<file path="config.mk">
export PLATFORM = sky130hd
export DESIGN_NAME = ysyx_22050550_imem_arb
export DESIGN_NICKNAME = d
export VERILOG_FILES = /design/src/rtl/ysyx_22050550_imem_arb_pkg.sv /design/src/rtl/ysyx_22050550_arb2.sv /design/src/rtl/ysyx_22050550_imem_arb.sv
export SDC_FILE = /design/constraint.sdc
export NUM_CORES = 1
export LEC_CHECK = 0
export ABC_AREA = 1
export BUFFER_PORTS_ARGS = -buffer_cell sky130_fd_sc_hd__buf_2
export CORE_MARGIN = 4
export CORE_UTILIZATION = 30
export DETAILED_ROUTE_END_ITERATION = 7
export PLACE_DENSITY = 0.79
export SLEW_MARGIN = 20
export SYNTH_ARGS = -nofsm -noshare
export SYNTH_HDL_FRONTEND = slang
export SYNTH_SLANG_ARGS = --single-unit
</file>
<file path="constraint.sdc">
create_clock -name clk -period 1.68 [get_ports clk]
set_input_delay 0.168 -clock clk [delete_from_list [all_inputs] [get_ports clk]]
set_output_delay 0.168 -clock clk [all_outputs]
set_load 0.1 [all_outputs]
</file>
<file path="src/rtl/ysyx_22050550_imem_arb_pkg.sv">
// ---------------------------------------------------------------------------
// ysyx_22050550_imem_arb_pkg
// Shared definitions for the instruction-ROM arbiter:
//   - default bus widths (PC bus, instruction bus, ROM word index)
//   - FSM state encoding used by the arbiter/sequencer
//   - port identifiers for the two requesters (IFU = 0, LSU = 1)
// Optional feature macro used by the arbiter: YSYX_22050550_IMEM_ARB_RR_EN
// ---------------------------------------------------------------------------
package ysyx_22050550_imem_arb_pkg;

  // Default widths shared with the PC and instruction buses
  localparam int IMEM_PC_W   = 64;
  localparam int IMEM_INST_W = 32;
  localparam int IMEM_ROM_AW = 16;

  typedef enum logic [1:0] {
    IMEM_ARB_IDLE = 2'd0,
    IMEM_ARB_READ = 2'd1,
    IMEM_ARB_DATA = 2'd2,
    IMEM_ARB_RESP = 2'd3
  } imem_arb_state_e;

  localparam logic IMEM_PORT_IF = 1'b0;
  localparam logic IMEM_PORT_LS = 1'b1;

endpackage

</file>
<file path="src/rtl/ysyx_22050550_arb2.sv">
// ---------------------------------------------------------------------------
// ysyx_22050550_arb2
// Two-way grant logic for the instruction-ROM arbiter.
// Ports:
//   clk, rst_n : clock and asynchronous active-low reset
//   req_i[1:0] : request vector, bit 0 = IFU, bit 1 = LSU
//   hs_i       : a request handshake happens this cycle
//   gnt_o[1:0] : one-hot grant (all zero when nobody requests)
// Macro YSYX_22050550_IMEM_ARB_RR_EN selects round-robin arbitration with a
// last_gnt register; without it LSU has fixed priority over IFU.
// ---------------------------------------------------------------------------
module ysyx_22050550_arb2
  import ysyx_22050550_imem_arb_pkg::*;
(
  input  logic       clk,
  input  logic       rst_n,
  input  logic [1:0] req_i,
  input  logic       hs_i,
  output logic [1:0] gnt_o
);

`ifdef YSYX_22050550_IMEM_ARB_RR_EN
  logic last_gnt_q;
  logic last_gnt_d;

  // On a conflict the port that did not win last time gets the grant
  always_comb begin
    gnt_o = 2'b00;
    if (req_i == 2'b11) begin
      if (last_gnt_q == IMEM_PORT_LS) begin
        gnt_o = 2'b01;
      end else begin
        gnt_o = 2'b10;
      end
    end else begin
      gnt_o = req_i;
    end
  end

  assign last_gnt_d = hs_i ? gnt_o[IMEM_PORT_LS] : last_gnt_q;

  // Reset to LSU so that IFU wins the very first conflict
  always_ff @(posedge clk or negedge rst_n) begin
    if (!rst_n) begin
      last_gnt_q <= IMEM_PORT_LS;
    end else begin
      last_gnt_q <= last_gnt_d;
    end
  end
`else
  // Fixed priority: LSU over IFU
  always_comb begin
    gnt_o = 2'b00;
    if (req_i[IMEM_PORT_LS]) begin
      gnt_o = 2'b10;
    end else if (req_i[IMEM_PORT_IF]) begin
      gnt_o = 2'b01;
    end
  end

  // No state in this mode; clock, reset and handshake are intentionally unused
  logic unused_rr_inputs;
  assign unused_rr_inputs = ^{clk, rst_n, hs_i};
`endif

endmodule

</file>
<file path="src/rtl/ysyx_22050550_imem_arb.sv">
// ---------------------------------------------------------------------------
// ysyx_22050550_imem_arb
// Arbiter and sequencer in front of the single-port synchronous-read
// instruction ROM, shared by the IFU (port 0) and the LSU (port 1).
// Exactly one ROM read is in flight: IDLE -> READ -> DATA -> RESP -> IDLE.
// Ports:
//   clk, rst_n                               : clock, async active-low reset
//   if_req_valid/if_req_ready/if_req_addr    : IFU request channel
//   if_rsp_valid/if_rsp_ready/if_rsp_data    : IFU response channel
//   ls_req_valid/ls_req_ready/ls_req_addr    : LSU request channel
//   ls_rsp_valid/ls_rsp_ready/ls_rsp_data    : LSU response channel
//   rom_en, rom_addr                         : ROM read strobe and word index
//   rom_data                                 : ROM data, valid the cycle after rom_en
// Macro YSYX_22050550_IMEM_ARB_RR_EN: round-robin arbitration when defined,
// fixed LSU-over-IFU priority otherwise.
// ---------------------------------------------------------------------------
module ysyx_22050550_imem_arb
  import ysyx_22050550_imem_arb_pkg::*;
#(
  parameter int ADDR_W = IMEM_PC_W,
  parameter int DATA_W = IMEM_INST_W,
  parameter int ROM_AW = IMEM_ROM_AW
) (
  input  logic              clk,
  input  logic              rst_n,
  input  logic              if_req_valid,
  output logic              if_req_ready,
  input  logic [ADDR_W-1:0] if_req_addr,
  output logic              if_rsp_valid,
  input  logic              if_rsp_ready,
  output logic [DATA_W-1:0] if_rsp_data,
  input  logic              ls_req_valid,
  output logic              ls_req_ready,
  input  logic [ADDR_W-1:0] ls_req_addr,
  output logic              ls_rsp_valid,
  input  logic              ls_rsp_ready,
  output logic [DATA_W-1:0] ls_rsp_data,
  output logic              rom_en,
  output logic [ROM_AW-1:0] rom_addr,
  input  logic [DATA_W-1:0] rom_data
);

  imem_arb_state_e   state_q;
  logic              gnt_id_q;
  logic              rom_en_q;
  logic [ROM_AW-1:0] rom_addr_q;
  logic [DATA_W-1:0] rsp_data_q;

  logic [1:0]        req_vec;
  logic [1:0]        gnt;
  logic              idle;
  logic              req_hs;
  logic              rsp_hs;
  logic [ROM_AW-1:0] sel_idx;

  // Gating with rst_n keeps both readies low while reset is held
  assign idle    = (state_q == IMEM_ARB_IDLE) && rst_n;
  assign req_vec = {ls_req_valid, if_req_valid};

  ysyx_22050550_arb2 u_arb2 (
    .clk   (clk),
    .rst_n (rst_n),
    .req_i (req_vec),
    .hs_i  (req_hs),
    .gnt_o (gnt)
  );

  assign if_req_ready = idle && gnt[IMEM_PORT_IF];
  assign ls_req_ready = idle && gnt[IMEM_PORT_LS];
  assign req_hs       = (if_req_valid && if_req_ready) || (ls_req_valid && ls_req_ready);

  // Byte address to word index: drop the byte offset, truncate the top
  assign sel_idx = gnt[IMEM_PORT_LS] ? ls_req_addr[ROM_AW+1:2] : if_req_addr[ROM_AW+1:2];

  assign rsp_hs = (gnt_id_q == IMEM_PORT_LS) ? ls_rsp_ready : if_rsp_ready;

  // Sequencer: one ROM read per accepted request, response held until taken
  always_ff @(posedge clk or negedge rst_n) begin
    if (!rst_n) begin
      state_q    <= IMEM_ARB_IDLE;
      gnt_id_q   <= IMEM_PORT_IF;
      rom_en_q   <= 1'b0;
      rom_addr_q <= '0;
      rsp_data_q <= '0;
    end else begin
      case (state_q)
        IMEM_ARB_IDLE: begin
          if (req_hs) begin
            gnt_id_q   <= gnt[IMEM_PORT_LS];
            rom_addr_q <= sel_idx;
            rom_en_q   <= 1'b1;
            state_q    <= IMEM_ARB_READ;
          end
        end
        IMEM_ARB_READ: begin
          rom_en_q <= 1'b0;
          state_q  <= IMEM_ARB_DATA;
        end
        IMEM_ARB_DATA: begin
          rsp_data_q <= rom_data;
          state_q    <= IMEM_ARB_RESP;
        end
        IMEM_ARB_RESP: begin
          if (rsp_hs) begin
            state_q <= IMEM_ARB_IDLE;
          end
        end
        default: begin
          state_q <= IMEM_ARB_IDLE;
        end
      endcase
    end
  end

  assign if_rsp_valid = (state_q == IMEM_ARB_RESP) && (gnt_id_q == IMEM_PORT_IF);
  assign ls_rsp_valid = (state_q == IMEM_ARB_RESP) && (gnt_id_q == IMEM_PORT_LS);
  assign if_rsp_data  = rsp_data_q;
  assign ls_rsp_data  = rsp_data_q;
  assign rom_en       = rom_en_q;
  assign rom_addr     = rom_addr_q;

  // Byte offset and address bits above the ROM are ignored by design
  logic unused_addr_bits;
  assign unused_addr_bits = ^{if_req_addr[ADDR_W-1:ROM_AW+2], if_req_addr[1:0],
                              ls_req_addr[ADDR_W-1:ROM_AW+2], ls_req_addr[1:0]};

endmodule

</file>
==> reports/summary.txt, run 1 <==
outcome: finished clean
CP top delay family: flip-flops
Initial Utilization: 30.82%
sequential share of the synthesized area: 51.38%
placed wire-length estimate: 5.256 mm
die area: 9975 um^2
routability-driven placement congestion ratio: 0.7627
synth warn: 0
Inserted Clock Buffers: 5
CP peak stage delay: 0.41 ns
Core Region: 8217 um^2
final slew viol count: 0
met2 WL: 3.096 mm
IO buf count: 154
hold crit path type: in -> async
Reg2Reg Depth: 8
max_cap viols: 0
H-Tree Depth: 2
final WL: 6.597 mm
Layout Nets: 620
Setup Viol. Count Final: 0
Worst Path Required: 1.51 ns
clk slew on worst S/H paths: 0.10 ns
wire length on met3: 799 um
IO Count: 251
crit start category: flip-flop
most frequent cells in the layout: nand2_1 (201), buf_2 (150), dfrtp_1 (52), inv_1 (7), buf_4 (7)
clock sink count: 52
RR Endpoint: rom_en
Place WS: 0.1197 ns
DRC Markers: 0
largest net degree at the start of global routing: 53
final design utilization: 41.31%
Metal-1 WL: 2.686 mm
Die W: 99.88 um
Antenna Cells: 0
worst slew pin tran: 0.6367 ns
layout cell share with drive strength beyond 1: 39.78%
critical-path maximum fanout: 3
Fin. Hold Viols: 0
TNS Setup: 0 ns
post-synthesis instance total: 325
Die H: 99.88 um
Crit Path Class: reg -> out
DRT antenna net count: 0
Buf+Inv Stages, Crit Path: 2
Via-to-Cell Ratio: 4.191
DR iter-0 viols: 24
Yosys reg bits: 52
Top Layer Used: met4
Root Driver: clkbuf_8
later-pin clock latency in the skew report: 0.30 ns
Total GRT Usage: 13.15%
Pre-antenna DRT Iters: 5
Clock Path Buffers: 2
first-pass GRT wire length: 10.63 mm
Critical R2R Launch: state_q[0]
final worst slack: 0.09860 ns
Tcrit/Tclk final: 94.13%
row cnt: 33
syn nets: 496
clk_skew: 0.01150 ns
area added between synthesis and finish: 34.04%
CP Capture Type: primary output
final worst path period need: 1.581 ns
synth unique cells: 16
RSZ-0062 raised after global routing: no
Avg WL per Cell: 11.89 um
R2R Setup Slk: 0.28 ns
Hold WS: 0.06291 ns
most common cell after layout, fill and taps aside: nand2_1
TritonCTS clock tree: done
vias post-DR: 2,326
Syn Std Cell Area: 2532 um^2
worst path cell trace: inv_2 > ha_4 > nand2_4 > nor3_4 > buf_12
highest-delay cell along the critical path: dfrtp_1
vias in the first global route: 2,220
syn_area_per_cell: 7.792 um^2
Worst EP arrival: 1.41 ns
FMAX: 0.6324 GHz
initial antenna violation count: 0
grt total ovfl: 0
slew margin rel.: 57.55%
[stage by stage]
| step | instance area, um^2 | instances |
|---|---|---|
| global route | 3395 | 555 |
| CTS | 3395 | 555 |
| floorplan | 2554 | 325 |
| global placement | 3248 | 545 |
| detailed placement | 3248 | 545 |
| finish | 3395 | 555 |
[cell usage after synthesis, drive strengths merged]
library cell / instances / area share, %
a21oi: 2 / 0.40
buf: 36 / 11
clkbuf: 8 / 1.2
clkinv: 1 / 0.15
dfrtp: 52 / 51
ha: 5 / 2.5
inv: 10 / 1.5
nand2: 202 / 30
nand3: 3 / 0.59
nor2: 3 / 0.44
nor3: 1 / 0.20
o21ai: 1 / 0.64
or2: 1 / 0.25
[layer usage]
layer  global-route usage (%)  vias to the layer above
li1                         -                     1180
met2                    22.42                      128
met1                    16.29                     1016
met3                    4.448                        2
met4                    2.521                        0
met5                        0                        -
[how the worst max path moves through the flow]
stage	start	end	slack [ns]	depth (start not counted)
2_1_floorplan	state_q[0]	if_req_ready	-0.03	4
3_3_place_gp	state_q[0]	rom_en	0.13	8
3_5_place_dp	state_q[0]	rom_en	0.12	8
4_1_cts	state_q[0]	if_req_ready	0.03	5
5_1_grt	state_q[0]	if_req_ready	0.03	5
6_report	state_q[0]	if_req_ready	0.1	5
[sequential cells by signal, summed over array words and instances, names as in the netlist]
signal / cells
gnt_id_q: 1
if_rsp_data: 32
rom_addr: 16
rom_en: 1
state_q: 2
[cell type report]
cell class	count	area [um^2]
repair buffers	161	883.3
multi-input cells	218	925.9
inverters	11	41.29
fillers	877	4822
flip-flops and latches	52	1301
clock buffers	5	68.82
clock inverters	3	42.54
well taps	105	131.4
[timing repair]
action / in CTS / in global routing
setup buffers: 2 / 0
pin swaps: 1 / 1
setup endpoints to repair: 2 / 1
hold buffers: 0 / 0
gates resized for setup: 6 / 0
[cell families (layout without fill, tap and decap cells)]
kind of cell / count (synthesis) / count (layout) / share of synthesized area (%)
buffers and inverters: 55 / 180 / 13.69
DFF: 52 / 52 / 51.38
and+or+nand+nor: 210 / 210 / 31.42
AOI/OAI and AO/OA: 3 / 3 / 1.038
adders and majority gates: 5 / 5 / 2.470
[worst reg2reg max path: cells and delay by family, from the launching register on]
kind | cells | cell delay [ns]
buf+inv | 3 | 0.43
flops | 1 | 0.41
compound gates | 2 | 0.20
fa+ha+maj | 1 | 0.16
simple gates | 2 | 0.13
Power of run 1 is left out: the tool's default activity adds up to more than one toggle a clock period on the data nets, which glitch-free logic cannot reach.
==> inputs of run 2 (changes only) <==
==> constraint.sdc (replaced) <==
create_clock -name clk -period 1.68 [get_ports clk]
set_input_delay 0.336 -clock clk [delete_from_list [all_inputs] [get_ports clk]]
set_output_delay 0.336 -clock clk [all_outputs]
set_load 0.1 [all_outputs]
==> reports/summary.txt, run 2 (synthesized netlist as in run 1, its figures left out) <==
outcome: finished with violations
failing checks: setup timing
critical-path maximum fanout: 3 (unchanged)
vias post-DR: 2,378 (+2.2%)
Antenna Cells: 0 (unchanged)
area added between synthesis and finish: 36.07%
highest-delay cell along the critical path: dfrtp_1
Inserted Clock Buffers: 5 (unchanged)
final slew viol count: 0 (unchanged)
max_cap viols: 0 (unchanged)
Die H: 99.88 um (unchanged)
Root Driver: clkbuf_8
first-pass GRT wire length: 10.88 mm (+2.3%)
Pre-antenna DRT Iters: 4 (-1)
Clock Path Buffers: 2 (unchanged)
later-pin clock latency in the skew report: 0.30 ns (about the same)
DR iter-0 viols: 56 (+130%)
layout cell share with drive strength beyond 1: 40.66% (+0.88 points)
vias in the first global route: 2,278 (+2.6%)
hold crit path type: in -> async
worst slew pin tran: 0.6663 ns (+0.02958 ns)
Worst EP arrival: 1.38 ns (-0.03 ns)
row cnt: 33 (unchanged)
grt total ovfl: 0 (unchanged)
clk_skew: 0.01597 ns (+0.004471 ns)
largest net degree at the start of global routing: 53 (unchanged)
slew margin rel.: 55.58% (-2.0 points)
TritonCTS clock tree: done
placed wire-length estimate: 5.086 mm (-3.2%)
IO buf count: 154 (unchanged)
crit start category: flip-flop
worst path cell trace: inv_2 > ha_4 > nand2_4 > nor3_4 > buf_12
final worst slack: -0.03799 ns (-0.1366 ns)
Core Region: 8217 um^2 (unchanged)
die area: 9975 um^2 (unchanged)
Reg2Reg Depth: 7 (-1)
Layout Nets: 625 (+0.81%)
Die W: 99.88 um (unchanged)
DRT antenna net count: 0 (unchanged)
CP Capture Type: primary output
initial antenna violation count: 1 (+1)
R2R Setup Slk: 0.24 ns (-0.04 ns)
DRC Markers: 0 (unchanged)
Crit Path Class: reg -> out
CP top delay family: flip-flops
Critical R2R Launch: state_q[0]
Initial Utilization: 30.82% (unchanged)
RR Endpoint: if_rsp_data[20]
Setup Viol. Count Final: 1 (+1)
clk slew on worst S/H paths: 0.10 ns (about the same)
IO Count: 251 (unchanged)
Via-to-Cell Ratio: 4.246 (+1.3%)
most common cell after layout, fill and taps aside: nand2_1
final worst path period need: 1.718 ns (+0.1366 ns)
routability-driven placement congestion ratio: 0.7847 (+2.9%)
Total GRT Usage: 13.39% (+0.24 points)
Avg WL per Cell: 11.92 um (+0.26%)
H-Tree Depth: 2 (unchanged)
most frequent cells in the layout: nand2_1 (201), buf_2 (150), dfrtp_1 (52), buf_4 (12), inv_1 (6)
Tcrit/Tclk final: 102.3% (+8.1 points)
CP peak stage delay: 0.42 ns (about the same)
max reg flops: 32 (unchanged)
Fin. Hold Viols: 0 (unchanged)
FMAX: 0.5821 GHz (-8.0%)
clock sink count: 52 (unchanged)
Buf+Inv Stages, Crit Path: 2 (unchanged)
RSZ-0062 raised after global routing: yes
final WL: 6.674 mm (+1.2%)
TNS Setup: -0.03799 ns (-0.03799 ns)
Worst Path Required: 1.34 ns (-0.17 ns)
## run 2: cell types whose count changed in the layout (fill, tap and decap cells not counted)
cell,change
inv_2,+1
buf_4,+5
clkinvlp_4,-1
clkbuf_1,+1
inv_1,-1
nor2_4,+1
ha_4,+1
nor2_2,-1
ha_1,-1
## run 2: layer usage
metal  wire length [um]  global-route usage [%]  vias to the layer above
met4                 48                   2.941                        2
met2               3057                   22.06                      129
met5                 13                       0                        -
met1               2727                   16.81                     1046
met3                826                   4.934                        7
li1                   -                       -                     1194
## run 2: cell type report
type,count,area (um^2)
tap,105,131.4
fill,862,4771
clock buffer,6,72.57
timing repair buffer,166,920.9
inverter,11,41.29
clock inverter,2,35.03
multi-input combinational,218,943.4
sequential,52,1301
## run 2: repair_timing
action,4_1_cts,5_1_grt
hold buffers,0,0
endpoints found under the setup margin,2,4
cloned,0,0
pin swaps,3,2
buffers inserted,5,1
resized for setup,9,0
## run 2: how the worst max path moves through the flow
stage / slack, ns / cells after the start / startpoint / endpoint
2_1_floorplan: -0.20 / 4 / state_q[0] / if_req_ready
3_3_place_gp: 0.13 / 8 / state_q[0] / rom_en
3_5_place_dp: 0.08 / 8 / state_q[0] / rom_en
4_1_cts: -0.09 / 5 / state_q[0] / if_req_ready
5_1_grt: -0.11 / 5 / state_q[0] / if_req_ready
6_report: -0.04 / 5 / state_q[0] / if_req_ready
## run 2: worst reg2reg max path: stages (launching register included)
cell and delay (ns):
dfrtp_1 0.39, inv_2 0.07, buf_4 0.14, ha_1 0.22, inv_1 0.06, buf_4 0.30, nand2_1 0.11, nand2_1 0.08
## run 2: stage by stage
step / instances / util [%] / setup WS (ns) / cell area, um^2 / hold WS (ns)
after CTS: 559 / 41.85 / -0.08990 / 3438 / 0.2215
after detailed placement: 546 / 39.68 / 0.07854 / 3261 / 0.4594
after global routing: 560 / 41.94 / -0.1052 / 3446 / 0.2236
final: 560 / 41.94 / -0.03799 / 3446 / 0.2246
after floorplan: 325 / - / -0.2029 / 2559 / 0.04041
after global placement: 546 / 39.68 / 0.1265 / 3261 / 0.4624
Power of run 2 is left out for the same reason.
==> inputs of run 3 (changes only) <==
CORE_AREA = 4 4 96 98   (was not set)
CORE_MARGIN = not set   (was 4)
CORE_UTILIZATION = not set   (was 30)
DIE_AREA = 0 0 100 102   (was not set)
PLACE_DENSITY = 0.8   (was 0.79)
==> reports/summary.txt, run 3 (synthesized netlist as in run 1, its figures left out) <==
worst path cell trace: inv_2 > ha_4 > nand2_4 > nor3_4 > buf_12
Reg2Reg Depth: 7 (unchanged)
Inserted Clock Buffers: 5 (unchanged)
area added between synthesis and finish: 36.17% (about the same)
later-pin clock latency in the skew report: 0.30 ns (about the same)
outcome: finished with violations
RR Endpoint: state_q[0]
IO Count: 251 (unchanged)
max_cap viols: 0 (unchanged)
Multi-input gate area: 933.4 um^2 (-1.1%)
DRC Markers: 0 (unchanged)
Initial Utilization: 29.91% (-0.91 points)
vias in the first global route: 2,279 (+0.044%)
FMAX: 0.5854 GHz (+0.57%)
cts hold-fix bufs: 0 (unchanged)
hold_sp: rom_data[19]
Avg WL per Cell: 12.04 um (+1.0%)
final worst path period need: 1.708 ns (-0.009656 ns)
most frequent cells in the layout: nand2_1 (201), buf_2 (150), dfrtp_1 (52), buf_4 (11)
clock sink count: 52 (unchanged)
Buf+Inv Stages, Crit Path: 2 (unchanged)
highest-delay cell along the critical path: dfrtp_1
Core Region: 8466 um^2 (+3.0%)
Pre-antenna DRT Iters: 6 (+2)
Layout Nets: 626 (+0.16%)
R2R Setup Slk: 0.22 ns (-0.02 ns)
final design utilization: 40.73% (-1.2 points)
final WL: 6.789 mm (+1.7%)
Via-to-Cell Ratio: 4.262 (+0.38%)
placed wire-length estimate: 5.340 mm (+5.0%)
first-pass GRT wire length: 10.67 mm (-2.0%)
Antenna Cells: 0 (unchanged)
most common cell after layout, fill and taps aside: nand2_1
Fin. Hold Viols: 0 (unchanged)
initial antenna violation count: 0 (-1)
Clock Path Buffers: 2 (unchanged)
row cnt: 34 (+3.0%)
WHS Endpoint: if_rsp_data[19]
max reg flops: 32 (unchanged)
TritonCTS clock tree: done
CP Capture Type: primary output
critical-path maximum fanout: 3 (unchanged)
CP top delay family: flip-flops
worst slew pin tran: 0.6381 ns (-0.02817 ns)
Worst EP arrival: 1.37 ns (about the same)
H-Tree Depth: 2 (unchanged)
Reg area: 1301 um^2 (unchanged)
Crit Path Class: reg -> out
post-route cell area: 3448 um^2 (about the same)
slew margin rel.: 57.46% (+1.9 points)
Root Driver: clkbuf_8
RSZ-0062 raised after global routing: yes
Worst Path Required: 1.34 ns (about the same)
Tcrit/Tclk final: 101.7% (-0.57 points)
met2 WL: 3.246 mm (+6.2%)
IO buf count: 154 (unchanged)
layout cell share with drive strength beyond 1: 41.01% (+0.35 points)
Die W: 100 um (+0.13%)
hold crit path type: in -> reg
Top Layer Used: met4
DRT antenna net count: 0 (unchanged)
Setup Viol. Count Final: 2 (+1)
failing checks: setup timing
DR iter-0 viols: 52 (-7.1%)
largest net degree at the start of global routing: 53 (unchanged)
Die H: 102 um (+2.1%)
wire length on met3: 836 um (+1.2%)
Hold WS: 0.2380 ns (+0.01336 ns)
final-layout fill cell count: 856 (-0.70%)
grt total ovfl: 0 (unchanged)
clk_skew: 0.01115 ns (-0.004824 ns)
final worst slack: -0.02834 ns (+0.009656 ns)
WHS Path Cells: 3
clk slew on worst S/H paths: 0.09 ns (about the same)
Critical R2R Launch: state_q[0]
Metal-1 WL: 2.681 mm (-1.7%)
Post-Layout Cell Count: 564 (+0.71%)
final slew viol count: 0 (unchanged)
crit start category: flip-flop
vias post-DR: 2,404 (+1.1%)
Total GRT Usage: 13.03% (-0.36 points)
CP peak stage delay: 0.42 ns (about the same)
placed cell area: 3284 um^2 (+0.73%)
Placed Cells: 550 (+0.73%)
die area: 10,200 um^2 (+2.3%)
routability-driven placement congestion ratio: 0.8353 (+6.4%)
[run 3: area by class of cell]
| type | count | share of cell area (%) |
|---|---|---|
| sequential | 52 | 37.74 |
| clock inverter | 2 | 0.2903 |
| multi-input combinational | 218 | 27.07 |
| tap | 108 | 3.919 |
| inverter | 11 | 1.197 |
| clock buffer | 6 | 2.395 |
| timing repair buffer | 167 | 27.39 |
[run 3: worst max path at each step]
stage	startpoint	cells past startpoint	slack, ns	to
global placement	state_q[0]	8	0.07	rom_en
detailed placement	state_q[0]	8	0.02	rom_en
global route	state_q[1]	5	-0.09	if_req_ready
floorplan	state_q[0]	4	-0.20	if_req_ready
CTS	state_q[0]	5	-0.07	if_req_ready
finish	state_q[1]	5	-0.03	if_req_ready
[run 3: timing repair]
action,in CTS,in global routing
setup buffers,5,1
resized for setup,8,1
hold endpoints to repair,0,0
pin swaps,3,2
setup endpoints to repair,2,4
[run 3: metal layers]
layer / vias to the layer above / track usage (%)
met5: - / 0
met4: 0 / 2.487
met3: 3 / 4.778
met2: 129 / 22.32
met1: 1078 / 15.95
li1: 1194 / -
[run 3: tightest hold or removal path: cells and delay by family]
kind,cells,cell delay (ns)
AND/OR/NAND/NOR,2,0.09
buffers and inverters,1,0.08
[run 3: stage by stage]
| step | setup WS [ns] | TNS, ns |
|---|---|---|
| finish | -0.02834 | -0.03530 |
| global route | -0.08875 | -0.2819 |
| CTS | -0.06988 | -0.1040 |
| detailed placement | 0.02171 | 0 |
| global placement | 0.06911 | 0 |
| floorplan | -0.2029 | -0.2029 |
Power of run 3 is left out for the same reason.
